`config.mk`:
```
export PLATFORM = sky130hd
export DESIGN_NAME = fir_seq_ctrl
export DESIGN_NICKNAME = d
export VERILOG_FILES = /design/src/rtl/fir_seq_ctrl.sv
export SDC_FILE = /design/constraint.sdc
export NUM_CORES = 1
export LEC_CHECK = 0
export ABC_CLOCK_PERIOD_IN_PS = 2100
export CAP_MARGIN = 40
export CORE_AREA = 2 2 75 77
export DETAILED_ROUTE_END_ITERATION = 10
export DIE_AREA = 0 0 77 79
export GPL_ROUTABILITY_DRIVEN = 0
export PLACE_DENSITY = 0.78
export RECOVER_POWER = 100
export SLEW_MARGIN = 30
export SYNTH_ARGS = -nofsm -noshare
export SYNTH_HDL_FRONTEND = slang
export SYNTH_SLANG_ARGS = --single-unit
```
`constraint.sdc`:
```
create_clock -name ap_clk -period 2.1 [get_ports ap_clk]
set_input_delay 0.525 -clock ap_clk [delete_from_list [all_inputs] [get_ports ap_clk]]
set_output_delay 0.525 -clock ap_clk [all_outputs]
set_load 0.01 [all_outputs]
```
`src/rtl/fir_seq_ctrl.sv`:
```
// fir_seq_ctrl: ap_ctrl_hs sequencer feeding one fir call per streamed sample, with watchdog and sticky errors
module fir_seq_ctrl #(
  parameter int XW = 8,
  parameter int YW = 16,
  parameter int TMO = 255,
  parameter int CNT_W = 16
) (
  input  logic             ap_clk,
  input  logic             ap_rst,
  input  logic [XW-1:0]    in_data,
  input  logic             in_valid,
  output logic             in_ready,
  output logic [YW-1:0]    out_data,
  output logic             out_valid,
  input  logic             out_ready,
  output logic             fir_start,
  output logic [XW-1:0]    fir_x,
  input  logic             fir_done,
  input  logic             fir_idle,
  input  logic             fir_ready,
  input  logic [YW-1:0]    fir_y,
  input  logic             fir_y_vld,
  input  logic             clr_err,
  output logic             err_tmo,
  output logic             err_noy,
  output logic [CNT_W-1:0] smp_cnt
);
  localparam int WW = $clog2(TMO + 1);
  typedef enum logic [1:0] {S_IDLE, S_RUN, S_OUT} state_t;
  state_t state, state_n;
  logic [WW-1:0] wdog, wdog_n;
  logic [XW-1:0] fir_x_n;
  logic [YW-1:0] out_data_n;
  logic [CNT_W-1:0] smp_cnt_n;
  logic ygot, ygot_n, fir_start_n, out_valid_n, set_tmo, set_noy, acc, tmo, have_y;
  assign in_ready = state == S_IDLE && fir_idle;
  assign acc = in_ready && in_valid;
  assign tmo = wdog == WW'(TMO);
  assign have_y = ygot || fir_y_vld;
  always_comb begin
    state_n = state;
    fir_start_n = fir_start;
    fir_x_n = fir_x;
    out_data_n = out_data;
    out_valid_n = out_valid;
    ygot_n = ygot;
    wdog_n = wdog;
    smp_cnt_n = smp_cnt;
    set_tmo = 1'b0;
    set_noy = 1'b0;
    case (state)
      S_IDLE: if (acc) begin
        state_n = S_RUN;
        fir_x_n = in_data;
        fir_start_n = 1'b1;
        wdog_n = '0;
        ygot_n = 1'b0;
      end
      S_RUN: begin
        wdog_n = wdog + WW'(1);
        fir_start_n = fir_start && !fir_ready;
        out_data_n = fir_y_vld ? fir_y : out_data;
        ygot_n = have_y;
        if (fir_done) begin
          fir_start_n = 1'b0;
          state_n = have_y ? S_OUT : S_IDLE;
          out_valid_n = have_y;
          set_noy = !have_y;
        end else if (tmo) begin
          fir_start_n = 1'b0;
          set_tmo = 1'b1;
          state_n = S_IDLE;
        end
      end
      S_OUT: if (out_ready) begin
        out_valid_n = 1'b0;
        smp_cnt_n = smp_cnt + CNT_W'(1);
        state_n = S_IDLE;
      end
      default: state_n = S_IDLE;
    endcase
  end
  always_ff @(posedge ap_clk) begin
    if (ap_rst) begin
      state <= S_IDLE;
      fir_start <= 1'b0;
      fir_x <= '0;
      out_data <= '0;
      out_valid <= 1'b0;
      ygot <= 1'b0;
      wdog <= '0;
      smp_cnt <= '0;
      err_tmo <= 1'b0;
      err_noy <= 1'b0;
    end else begin
      state <= state_n;
      fir_start <= fir_start_n;
      fir_x <= fir_x_n;
      out_data <= out_data_n;
      out_valid <= out_valid_n;
      ygot <= ygot_n;
      wdog <= wdog_n;
      smp_cnt <= smp_cnt_n;
      err_tmo <= set_tmo || (err_tmo && !clr_err);
      err_noy <= set_noy || (err_noy && !clr_err);
    end
  end
endmodule

```
==> impl_metrics.py, run 1 <==
metrics = {
    "outcome": {
        "status": "completed",
    },
    "drt": {
        "first_pass_iters": 4,
        "postRouteAntennaNets": 0,
        "route.final.wire_length_um": 5360,
        "wl_per_cell_um": 12.6,
        "detail_route.iter0.violations": 45,
        "routed_via_density": 5.10,
        "drc": 0,
        "dr_total_vias": 2176,
    },
    "timing": {
        "final.period_utilization_pct": 96.3,
        "rsz0062_at_grt": "no",
        "skew_ns": 0.00552,
        "worst_slew_margin_rel_pct": 65.4,
        "setup_viol_count_final": 0,
        "fmax_mhz": 494,
        "fin_tns_setup_ns": 0,
        "finalWorstPathRequiredPeriod_ns": 2.02,
        "max_slew.worst_pin.slew_ns": 0.517,
        "drv_slew": 0,
        "report.final.hold_viol_count": 0,
    },
    "clocking": {
        "htree_num_levels": 2,
        "library_cell_used_as_clock_root_buffer": "sky130_fd_sc_hd__clkbuf_8",
        "cts-root-to-sink-buffers": 2,
        "cts_tree": "yes",
        "clock_buffers_created_by_tritoncts": 5,
        "clkSlewWorstSetupHoldPaths_ns": 0.10,
        "numClockSinks": 55,
        "worstSkewPairLatency_ns": 0.32,
        "cts_hold_buffers": 0,
    },
    "yosys": {
        "synthTopCellsByArea": "sky130_fd_sc_hd__dfxtp_1 47%, sky130_fd_sc_hd__nand2_1 9.7%, sky130_fd_sc_hd__a21oi_1 8.8%",
        "synth_area_um2": 2330,
        "synth_largest_area_cell": "sky130_fd_sc_hd__dfxtp_1",
        "synth_ff_type": "sky130_fd_sc_hd__dfxtp_1",
        "synth_cell_types": 50,
        "synth_nets": 311,
        "post_synth_inst_count": 276,
        "synth_top_cell_area_share_pct": 47.2,
        "async_flop_share_pct": 0,
        "synth_edf_count": 0,
        "synth_area_per_cell_um2": 8.45,
        "register_area_share_after_synthesis_pct": 47.2,
        "post_synthesis_sequential_element_count": 55,
        "synthesis.yosys.warnings": 0,
    },
    "critical_path": {
        "end_kind": "output pin",
        "timing.critical_path.slowest_cell_delay_ns": 0.47,
        "cp_cell_sequence": "clkdlybuf4s50_1 -> nor3b_1 -> dlygate4sd2_1",
        "reg2reg_from": "state[0]$_SDFFE_PP0P_",
        "worstPathRequired_ns": 1.57,
        "peak_fanout_along_the_critical_path": 2,
        "setup_cp_type": "input port to output pin",
        "cp-startpoint": "fir_idle",
        "slowest_stage": "sky130_fd_sc_hd__clkdlybuf4s50_1",
        "cp_data_arrival_time_ns": 1.50,
        "crit_path_start_kind": "input port",
    },
    "die": {
        "starting_utilization_of_the_core_area_pct": 43.7,
        "die_y_um": 79,
        "floorplan.io_pins": 78,
        "core_area_um2": 5340,
        "die-width_um": 77,
        "dieArea_um2": 6080,
        "floorplan.rows": 27,
    },
    "hold_path": {
        "timing.hold.worst.start": "out_data[12]$_SDFFE_PP0P_",
        "timing.hold.worst.class": "register to register",
    },
    "pwr": {
        "standby_leakage_power_nw": 1.28,
        "power.density_cell_area_nw_per_um2": 583,
        "vdd_drop_max_uv": 369,
    },
    "global_routing": {
        "antenna_violations_before_repair": 0,
        "global_route.overflow_total": 0,
        "grt_start_max_net_pins": 25,
        "grt_first_pass_wirelength_um": 8670,
        "grt_pass1_vias": 1945,
        "grt_usage_pct": 17.6,
    },
    "cells_and_area": {
        "post_route_cells_drive_above_1_share_pct": 5.35,
        "n_antenna_cell": 0,
        "layout.cells.most_common_list": "61 x sky130_fd_sc_hd__nand2_1, 55 x sky130_fd_sc_hd__dfxtp_1, 45 x sky130_fd_sc_hd__dlygate4sd3_1, 41 x sky130_fd_sc_hd__a21oi_1, 30 x sky130_fd_sc_hd__clkdlybuf4s50_1",
        "finish.instance_area_um2": 3230,
        "relative_area_change_from_synthesis_to_final_layout_pct": 38.4,
        "fin_nets": 389,
        "most_frequent_standard_cell_in_the_layout_excluding_fill_and_tap_cells": "sky130_fd_sc_hd__nand2_1",
        "fillers": 510,
    },
    "placed_design": {
        "dp_hpwl_um": 3880,
        "port_buffers": 77,
        "detailed_place.area_um2": 3180,
    },
    "job": {
        "max_cap_viol_count": 0,
    },
}
## layout make-up
cell class	count	area [um2]	share of cell area, %
clock buffer	5	68.8	2.13
inverter	2	7.51	0.233
clock inverter	3	25.0	0.775
timing repair buffer	86	817	25.3
multi-input combinational	204	1120	34.6
tap	72	90.1	2.79
sequential	55	1100	34.1
## power breakdown
group / total (W) / leakage [nW] / internal (W) / switching (W)
Clock: 0.000606 / 0.0443 / 0.000239 / 0.000367
Combinational: 0.000196 / 0.789 / 0.000106 / 0.0000897
Sequential: 0.00108 / 0.445 / 0.00106 / 0.0000138
Total: 0.00188 / 1.28 / 0.00141 / 0.000470
## layer usage
metal  vias to the layer above  global-route usage (%)  part of all wire [%]
met4                         0                    5.89                   1.5
met2                        65                    30.6                    45
met3                         8                    6.02                   7.6
li1                       1117                       -                     -
met1                       986                    20.2                    45
met5                         -                       0                     0
## per-stage QoR
step	instances	total power, W	hold WS (ns)	utilization [%]	setup WS (ns)
2_1_floorplan	276	0.00119	0.455	-	0.567
3_3_place_gp	419	0.00131	0.441	59.7	-0.150
3_5_place_dp	419	0.00131	0.448	59.7	-0.193
4_1_cts	427	0.00192	0.461	61.4	0.0791
5_1_grt	427	0.00196	0.477	60.5	0.0196
6_report	427	0.00188	0.456	60.5	0.0772
## repair_timing
action | in CTS | in global routing
setup endpoints to repair | 1 | 0
buffers inserted | 0 | 0
gates resized for setup | 1 | 0
## flip-flops by register name, summed over array words and instances (netlist names)
register	flops
err_noy	1
err_tmo	1
wdog	8
out_data	16
fir_x	8
ygot	1
smp_cnt	16
state	2
out_valid	1
fir_start	1
## critical path: cells and delay by family
kind,cells,cell delay (ns)
simple gates,1,0.21
buf+inv,2,0.77
## cell usage after synthesis (3+ instances only)
master,number
sky130_fd_sc_hd__a21oi_1,41
sky130_fd_sc_hd__a31oi_1,3
sky130_fd_sc_hd__and3_1,4
sky130_fd_sc_hd__buf_2,5
sky130_fd_sc_hd__clkbuf_1,7
sky130_fd_sc_hd__dfxtp_1,55
sky130_fd_sc_hd__mux2_1,3
sky130_fd_sc_hd__nand2_1,60
sky130_fd_sc_hd__nand3_1,11
sky130_fd_sc_hd__nand4_1,3
sky130_fd_sc_hd__nor2_1,21
sky130_fd_sc_hd__nor2b_1,3
sky130_fd_sc_hd__nor3_1,5
sky130_fd_sc_hd__o21ai_0,3
sky130_fd_sc_hd__or3_1,4
sky130_fd_sc_hd__xnor2_1,4
sky130_fd_sc_hd__xor2_1,4
## path summary, 6_finish.rpt
check,to,slack (ns),cells past startpoint
worst max register to register,out_data[4]$_SDFFE_PP0P_,0.41,4
worst min register to register,out_data[12]$_SDFFE_PP0P_,0.46,2
worst max-delay path,in_ready,0.08,3
worst min-delay path,out_data[12]$_SDFFE_PP0P_,0.46,2
## logic make-up (layout without fill, tap and decap cells)
kind of cell    Yosys count  after routing  share of synthesized area, %
flops                    55             55                          47.2
fa+ha+maj                 2              2                          1.07
xor+xnor                  8              8                          3.01
compound gates           56             56                          13.1
buf+inv                  17             96                          3.33
mux                       5              5                          2.36
simple gates            133            133                          29.9
(Power assumes the default switching activity.)
==> run 2, diff against run 1 <==
Settings changed: ABC_CLOCK_PERIOD_IN_PS 2100 to not set.
==> results of run 2 <==
No change in the layout: final DEF, timing and power equal those of run 1.
==> run 3, diff against run 2 <==
Settings changed: CTS_CLUSTER_DIAMETER set to 30.
==> results of run 3 <==
No change in the layout: final DEF, timing and power equal those of run 1.
